[src/rtl/rns_cmp_arbiter.sv]
// rns_cmp_arbiter
// Round-robin arbiter and sequencer that shares a single (9,8,7) RNS magnitude
// comparator among NUM_REQ requesters. One operand pair is accepted per
// transaction; the tagged less/equal/greater result and a range-error flag are
// returned two cycles later and held until the consumer accepts them.
//
// Ports:
//   clk_in         - clock, rising edge active
//   rst_n_in       - asynchronous active-low reset
//   req_valid_in   - per-requester operand-valid
//   req_ready_out  - one-hot grant (combinational, IDLE only)
//   a1_in/b1_in    - X/Y residues mod 9, 4 bits per requester
//   a2_in/b2_in    - X/Y residues mod 8, 3 bits per requester
//   a3_in/b3_in    - X/Y residues mod 7, 3 bits per requester
//   rsp_valid_out  - result available
//   rsp_ready_in   - consumer accepts result
//   rsp_id_out     - index of the requester owning the result
//   rsp_le_out/rsp_eq_out/rsp_gr_out - X<Y, X==Y, X>Y
//   rsp_err_out    - some residue of the pair is out of range
module rns_cmp_arbiter #(
    parameter int NUM_REQ = 4,
    parameter int ID_W    = $clog2(NUM_REQ)
) (
    input  logic                 clk_in,
    input  logic                 rst_n_in,
    input  logic [NUM_REQ-1:0]   req_valid_in,
    output logic [NUM_REQ-1:0]   req_ready_out,
    input  logic [4*NUM_REQ-1:0] a1_in,
    input  logic [3*NUM_REQ-1:0] a2_in,
    input  logic [3*NUM_REQ-1:0] a3_in,
    input  logic [4*NUM_REQ-1:0] b1_in,
    input  logic [3*NUM_REQ-1:0] b2_in,
    input  logic [3*NUM_REQ-1:0] b3_in,
    output logic                 rsp_valid_out,
    input  logic                 rsp_ready_in,
    output logic [ID_W-1:0]      rsp_id_out,
    output logic                 rsp_le_out,
    output logic                 rsp_eq_out,
    output logic                 rsp_gr_out,
    output logic                 rsp_err_out
);

    typedef enum logic [1:0] {
        ST_IDLE = 2'd0,
        ST_CMP  = 2'd1,
        ST_RESP = 2'd2
    } state_t;

    // CRT reconstruction for moduli (9,8,7), M = 504:
    // X = (280*r9 + 441*r8 + 288*r7) mod 504.
    function automatic logic [9:0] rns_to_bin(input logic [3:0] r9,
                                              input logic [2:0] r8,
                                              input logic [2:0] r7);
        logic [13:0] acc;
        acc = 14'd280 * {10'd0, r9} + 14'd441 * {11'd0, r8} + 14'd288 * {11'd0, r7};
        return 10'(acc % 14'd504);
    endfunction

    // Magnitude comparator, result packed as {lt, eq, gt}.
    function automatic logic [2:0] compare_9_8_7(input logic [3:0] x1,
                                                 input logic [2:0] x2,
                                                 input logic [2:0] x3,
                                                 input logic [3:0] y1,
                                                 input logic [2:0] y2,
                                                 input logic [2:0] y3);
        logic [9:0] xv;
        logic [9:0] yv;
        xv = rns_to_bin(x1, x2, x3);
        yv = rns_to_bin(y1, y2, y3);
        if (xv < yv) begin
            return 3'b100;
        end else if (xv == yv) begin
            return 3'b010;
        end else begin
            return 3'b001;
        end
    endfunction

    // Mod-9 residue must be <= 8, mod-7 residue must be <= 6; mod-8 always legal.
    function automatic logic range_err(input logic [3:0] x1, input logic [3:0] y1,
                                       input logic [2:0] x3, input logic [2:0] y3);
        return (x1 > 4'd8) | (y1 > 4'd8) | (x3 == 3'd7) | (y3 == 3'd7);
    endfunction

    state_t              state_r;
    logic [ID_W-1:0]     ptr_r;
    logic [ID_W-1:0]     tag_r;
    logic [3:0]          op_a1_r;
    logic [2:0]          op_a2_r;
    logic [2:0]          op_a3_r;
    logic [3:0]          op_b1_r;
    logic [2:0]          op_b2_r;
    logic [2:0]          op_b3_r;

    logic                found_s;
    logic [ID_W-1:0]     cand_s;
    logic [ID_W-1:0]     win_s;
    logic [NUM_REQ-1:0]  grant_s;
    logic                xfer_s;
    logic [ID_W-1:0]     ptr_next_s;
    logic [3:0]          sel_a1_s;
    logic [2:0]          sel_a2_s;
    logic [2:0]          sel_a3_s;
    logic [3:0]          sel_b1_s;
    logic [2:0]          sel_b2_s;
    logic [2:0]          sel_b3_s;
    logic [2:0]          cmp_s;
    logic                err_s;

    // Rotating priority search: first valid requester at or after ptr, with wrap.
    always_comb begin
        found_s = 1'b0;
        cand_s  = '0;
        win_s   = '0;
        for (int k = 0; k < NUM_REQ; k++) begin
            cand_s  = ID_W'((int'(ptr_r) + k) % NUM_REQ);
            win_s   = (!found_s && req_valid_in[cand_s]) ? cand_s : win_s;
            found_s = found_s | req_valid_in[cand_s];
        end
        if ((state_r == ST_IDLE) && found_s) begin
            grant_s = {{(NUM_REQ-1){1'b0}}, 1'b1} << win_s;
        end else begin
            grant_s = '0;
        end
    end

    // One-hot OR-mux of the granted requester's operand slices.
    always_comb begin
        sel_a1_s = 4'd0;
        sel_a2_s = 3'd0;
        sel_a3_s = 3'd0;
        sel_b1_s = 4'd0;
        sel_b2_s = 3'd0;
        sel_b3_s = 3'd0;
        for (int k = 0; k < NUM_REQ; k++) begin
            sel_a1_s = sel_a1_s | (a1_in[4*k +: 4] & {4{grant_s[k]}});
            sel_a2_s = sel_a2_s | (a2_in[3*k +: 3] & {3{grant_s[k]}});
            sel_a3_s = sel_a3_s | (a3_in[3*k +: 3] & {3{grant_s[k]}});
            sel_b1_s = sel_b1_s | (b1_in[4*k +: 4] & {4{grant_s[k]}});
            sel_b2_s = sel_b2_s | (b2_in[3*k +: 3] & {3{grant_s[k]}});
            sel_b3_s = sel_b3_s | (b3_in[3*k +: 3] & {3{grant_s[k]}});
        end
    end

    assign req_ready_out = grant_s;
    assign xfer_s        = |(req_valid_in & grant_s);
    assign ptr_next_s    = (win_s == ID_W'(NUM_REQ - 1)) ? {ID_W{1'b0}} : (win_s + ID_W'(1));
    assign cmp_s         = compare_9_8_7(op_a1_r, op_a2_r, op_a3_r, op_b1_r, op_b2_r, op_b3_r);
    assign err_s         = range_err(op_a1_r, op_b1_r, op_a3_r, op_b3_r);

    // Sequencer FSM: accept in IDLE, evaluate in CMP, hold result in RESP.
    always_ff @(posedge clk_in or negedge rst_n_in) begin
        if (!rst_n_in) begin
            state_r       <= ST_IDLE;
            ptr_r         <= '0;
            tag_r         <= '0;
            op_a1_r       <= 4'd0;
            op_a2_r       <= 3'd0;
            op_a3_r       <= 3'd0;
            op_b1_r       <= 4'd0;
            op_b2_r       <= 3'd0;
            op_b3_r       <= 3'd0;
            rsp_valid_out <= 1'b0;
            rsp_id_out    <= '0;
            rsp_le_out    <= 1'b0;
            rsp_eq_out    <= 1'b0;
            rsp_gr_out    <= 1'b0;
            rsp_err_out   <= 1'b0;
        end else begin
            case (state_r)
                ST_IDLE: begin
                    if (xfer_s) begin
                        op_a1_r <= sel_a1_s;
                        op_a2_r <= sel_a2_s;
                        op_a3_r <= sel_a3_s;
                        op_b1_r <= sel_b1_s;
                        op_b2_r <= sel_b2_s;
                        op_b3_r <= sel_b3_s;
                        tag_r   <= win_s;
                        ptr_r   <= ptr_next_s;
                        state_r <= ST_CMP;
                    end else begin
                        state_r <= ST_IDLE;
                    end
                end
                ST_CMP: begin
                    rsp_id_out    <= tag_r;
                    rsp_err_out   <= err_s;
                    // An out-of-range pair has no meaningful ordering.
                    {rsp_le_out, rsp_eq_out, rsp_gr_out} <= err_s ? 3'b000 : cmp_s;
                    rsp_valid_out <= 1'b1;
                    state_r       <= ST_RESP;
                end
                ST_RESP: begin
                    if (rsp_ready_in) begin
                        rsp_valid_out <= 1'b0;
                        state_r       <= ST_IDLE;
                    end else begin
                        state_r       <= ST_RESP;
                    end
                end
                default: begin
                    rsp_valid_out <= 1'b0;
                    state_r       <= ST_IDLE;
                end
            endcase
        end
    end

endmodule

[config.mk]
export PLATFORM = sky130hd
export DESIGN_NAME = rns_cmp_arbiter
export DESIGN_NICKNAME = d
export VERILOG_FILES = /design/src/rtl/rns_cmp_arbiter.sv
export SDC_FILE = /design/constraint.sdc
export NUM_CORES = 1
export LEC_CHECK = 0
export ABC_AREA = 1
export CAP_MARGIN = 20
export CORE_MARGIN = 1
export CORE_UTILIZATION = 60
export CTS_CLUSTER_DIAMETER = 150
export DETAILED_ROUTE_END_ITERATION = 10
export PLACE_DENSITY = 0.95
export SYNTH_ARGS = -nofsm -noshare
export SYNTH_HDL_FRONTEND = slang
export SYNTH_SLANG_ARGS = --single-unit
export TNS_END_PERCENT = 30
[constraint.sdc]
create_clock -name clk_in -period 12.9 [get_ports clk_in]
set_input_delay 1.29 -clock clk_in [delete_from_list [all_inputs] [get_ports clk_in]]
set_output_delay 1.29 -clock clk_in [all_outputs]
set_load 0.01 [all_outputs]
---- After elaboration in Yosys (flattened, before gate mapping) ----
Index checks and enable logic that the tools add are counted.
storage, ports and cells
  input port bits ......................... 87
  bits in registers ....................... 33
  word-level logic and storage cells ...... 129
  output and inout bits ................... 11
operators by class
  $lt $le $gt $ge ......................... 7
  reduce and logical (&&, ||, !) cells .... 11
  mux-type cells .......................... 22
  eq/ne operators ......................... 7
  shifts and indexed selects .............. 1
  $mul .................................... 6
  bitwise logic cells ..................... 50
  add/subtract/negate cells ............... 8
  div/mod/pow operators ................... 2
operators with widths
  cell                                                                       number
  3-bit bitwise AND                                                          16
  4-bit bitwise AND                                                          9
  3-bit bitwise OR                                                           12
  13-bit by 12-bit adder with 14-bit output                                  2
  14-bit by 12-bit adder with 14-bit output                                  2
  14-bit by 9-bit remainder unit with 14-bit output (second input constant)  2
  9-bit by 3-bit multiplier with 12-bit output (first input constant)        2
  4-bit bitwise OR                                                           6
  6-bit by 4-bit multiplier with 10-bit output (first input constant)        2
  4-bit by 3-bit multiplier with 7-bit output (first input constant)         2
  2-bit two-way mux                                                          7
  2-bit by 3-bit < comparator with 1-bit output (second input constant)      4
  10-bit == test                                                             1
  10-bit < comparator                                                        1
  1-bit binary-select mux with 2-bit select                                  4
  4-bit greater-than comparator (second input constant)                      2
  3-bit == test (second input constant)                                      2
  1-bit two-way mux                                                          6
  3-bit two-way mux                                                          2
  1-bit bitwise OR                                                           6
  2-bit case mux with 3 select lines                                         1
  2-bit by 1-bit adder with 2-bit output (second input constant)             2
  2-bit adder (second input constant)                                        2
  2-bit == test (second input constant)                                      2
  other kinds (11)                                                           17

---- Logic depth before layout (Yosys ltp) ----
  word-level depth ........................ 14
  depth in mapped cells ................... 56
  mapped depth without buffers ............ 56

---- Worst setup path after synthesis ----
OpenSTA, ideal clock, no wires.
  path kind ............................... register to register
  from .................................... reg op_a1_r[2]
  to ...................................... reg rsp_eq_out
  clock period less this slack ............ 6.754 ns
  data required time ...................... 12.778 ns
  stages on the path, launching flop included .. 48
  arrival ................................. 6.632 ns
  library setup time ...................... 0.122 ns
  buffers on the path ..................... 1
  path slack .............................. 6.146 ns
  path through ............................ dfrtp_1 inv_1 ha_1 inv_1 ha_1 ha_1 a31oi_1 xor2_1 fa_1 fa_1 ha_1 a21oi_2 nor2_1 nor2_2 nand2_1 nand2_1 nand2_1 nor2_1 [12 not listed] or2_1 buf_6 nor2_4 nand2_2 nand3_2 nand3_2 inv_2 nand3_2 nand2_2 nand2_1 nand2_1 inv_1 ha_1 a21oi_1 o21ai_0 nand2_1 o2111ai_1 a32o_1
on the way
  word-level cells in the longest chain between the ends .. 8
  elaborated cells on any way between the ends .. 13
  those cells by class .................... add/sub (2); mul (1); div (1); order compare (2); eq/ne (1); mux (3); bitwise (3)
ends and longest elaborated chain
  item                                                                               RTL line  text
  start, declared                                                                    88        logic [3:0] op_a1_r;
  start signal, assigned                                                             173       op_a1_r <= sel_a1_s;
  branches (longest 7 deep; another with 13-bit by 12-bit adder with 14-bit output)  n/a
  3-bit two-way mux (*)                                                              190       {rsp_le_out, rsp_eq_out, rsp_gr_out} <= err_s ? 3'b000 : cmp_s;
  end signal, assigned                                                               190
  end, declared                                                                      38        output logic rsp_eq_out,
Mark *: on every way between the ends.
A chain may end at the register's enable or synchronous reset.

---- Worst setup path in the final report ----
  from .................................... reg op_b1_r[2]
  to ...................................... reg rsp_eq_out
on the way
  word-level cells in the longest chain between the ends .. 8
  elaborated cells on any way between the ends .. 13
  those cells by class .................... add/sub (2); mul (1); div (1); order compare (2); eq/ne (1); mux (3); bitwise (3)
ends and longest elaborated chain
  item                                                                               RTL line  text
  start, declared                                                                    91        logic [3:0] op_b1_r;
  start signal, assigned                                                             176       op_b1_r <= sel_b1_s;
  branches (longest 7 deep; another with 13-bit by 12-bit adder with 14-bit output)  n/a
  3-bit two-way mux (*)                                                              190
Marked as above.

==> metrics <==
Final WS setup 5.122 ns; Warnings, synthesis 0; Post-Synth Simple-Gate Area 36.73%; Synth Register Bits 33; Worst-Margin Slew 0.6860 ns; setup bufs post-CTS 0; hold buffers post-CTS 0; Final Max Tran Viols 0; Synth cell types 51; async set-reset flop share out of synthesis between 90% and 100%; port bufs 97; syn_area_per_cell 6.692 µm²; aggregate global-route resource usage 30.19%; area share of xor/xnor cells in the synthesized design 3.210%; vias in the first global route around 6,400; mux cell area share after synthesis 0%; first-pass GRT wire length 27,330 µm; Seq/Total Area, Yosys between 10% and 20%; area leader, netlist nand2_1; multi-input logic area 4735 µm²; wire length per cell 13.60 µm; clk root buf clkbuf_8; chip width 104.0 µm; CTS tree yes; Final setup viols 0; Post-synth EDFFs 0; Setup Slack @ Placement 5.325 ns; fin crit share 60.30%; crit-path max FO 8; wirelength, routed 15,760 µm; outcome completed; Placement Cell Area ~7300 µm²; drt pass-1 iters 7; Worst Skew 0.009686 ns; DRT antenna net count 0; max_slew headroom approximately 54%; RSZ-0062 raised after global routing false; DR iter-0 viols 384; ant diodes 0; Setup TNS Final 0 ns; maximum clock insertion buffer count 2; Die Area 10,810 µm²; initial antenna violation count 0; Critical Path Max Stage Delay ~0.52 ns; grt ovf 0; Syn Nets between 1,000 and 1,500; filler instances 686; required time of the critical path between 10 and 15 ns; top post-synthesis cells by count 281 x nand2_1, 156 x inv_1, 74 x ha_1; P&R area growth vs syn 19.58%; CTS buffer count 5; post-synthesis adder-cell area fraction 23.19%; die height 104.0 µm; Slowest cell on crit path fa_1; largest net degree at the start of global routing 50; vias per cell 5.496; post-route cell area 7458 µm²; htree depth 2; post-layout minimum cycle time ~8 ns; Setup crit end kind register; # clock sinks 33; critical path arrival between 7 and 8 ns; I/O pin count between 90 and 100; Initial Util 62.94%; worst hold path class register to register; top-count cell post-synth nand2_1; # nets final between 1,000 and 1,500; f_max 128.6 MHz; largest cells by area after synthesis nand2_1 17%, ha_1 15%, dfrtp_1 13%; Primary FF master, synth dfrtp_1; gp weighted congestion 0.9599; DP Wirelength approximately 13,000 µm; kind of cell adding the most delay to the critical path simple AND/OR/NAND/NOR gates; Crit path buffers/inverters 7; DRC viols 0; CTS clk-pin slew, worst paths about 0.07 ns; clk_lat worst skew 0.29 ns; layout cells sized above 1 under 10%; Core ar. 9910 µm²; most repeated library cell on the critical path nand2_1; via count 6,370; post_cts resized 0; area share of the largest cell type after synthesis 16.91%; Synth Area in Compound Gates 12.62%; Max Cap Viol 0; storage element area about 830 µm²; crit path kind register to register; final hold violation count 0; largest family of logic cells by synthesized area simple AND/OR/NAND/NOR gates; Row Count 36; cells after synthesis 932; startpoint types register; Syn Std Cell Area about 6200 µm²
placed cells by master (no fill, tap or decap), drive strengths merged, types with 3 or more instances in the layout:
| cell type | count |
|---|---|
| o21a | 3 |
| xnor2 | 4 |
| ha | 74 |
| nand3b | 11 |
| a31oi | 3 |
| or2 | 5 |
| nor3 | 4 |
| fa | 26 |
| buf | 4 |
| clkdlybuf4s50 | 97 |
| clkbuf | 5 |
| a221oi | 20 |
| nand3 | 53 |
| nor2 | 63 |
| nand2 | 318 |
| o21ai | 62 |
| a21oi | 21 |
| dfrtp | 33 |
| inv | 164 |
| xor2 | 18 |
| nand4 | 16 |
path summary, 6_finish.rpt:
path,cells after the start,endpoint,slack (ns),start
hold / removal,2,rsp_id_out[0],0.48,rsp_id_out[0]
setup reg to reg,50,rsp_eq_out,5.12,op_b1_r[2]
min in group asynchronous,2,op_a1_r[2],1.41,rst_n_in
max in group asynchronous,2,ptr_r[1],11.19,rst_n_in
setup / recovery,50,rsp_eq_out,5.12,op_b1_r[2]
hold reg to reg,2,rsp_id_out[0],0.48,rsp_id_out[0]
worst reg2reg max path: cells and delay by family, from the launching register on:
family / cells / cell delay [ns]
AOI/OAI and AO/OA: 9 / 1.88
xor gates and xnor gates: 1 / 0.12
adders and majority gates: 7 / 2.13
buffers and inverters: 7 / 0.40
DFF: 1 / 0.42
and+or+nand+nor: 26 / 2.69
cells by family (layout without fill, tap and decap cells):
logic type	count (synthesis)	after routing
AND/OR/NAND/NOR	473	473
buffers and inverters	179	273
AO/OA/AOI/OAI	123	123
adder cells (fa/ha/maj)	100	100
flip-flops	33	33
XOR/XNOR	22	22
other	2	2
sequential cells by signal, indices dropped and copies added (netlist names):
name and flops:
op_b2_r 3, ptr_r 2, op_a1_r 4, rsp_err_out 1, rsp_valid_out 1, rsp_gr_out 1
op_a2_r 3, rsp_id_out 2, tag_r 2, op_b3_r 3, state_r 2, op_a3_r 3
rsp_le_out 1, op_b1_r 4, rsp_eq_out 1
metrics by stage:
stage                     utilization (%)  std cells  hold WS (ns)
after floorplan                         -        932        0.4493
after global placement              74.10       1151        0.4642
after detailed placement            74.10       1151        0.4684
after CTS                           75.27       1159        0.4898
after global routing                75.27       1159        0.5262
final                               75.27       1159        0.4843
per-layer routing:
layer,part of all wire (%),vias up,GRT usage [%]
met5,0,-,0
met4,3.1,0,12.24
met3,6.0,49,3.571
met2,50,278,55.43
met1,41,2884,35.46
li1,-,3159,-
area by class of cell:
class / instances / share of cell area, %
timing repair buffer: 101 / 13.42
inverter: 164 / 8.254
tap: 133 / 2.231
sequential: 33 / 11.07
multi-input combinational: 720 / 63.48
clock buffer: 5 / 0.9227
clock inverter: 3 / 0.6207
Power is left out: the tool's default activity adds up to more than one toggle a clock period on the data nets, which glitch-free logic cannot reach.
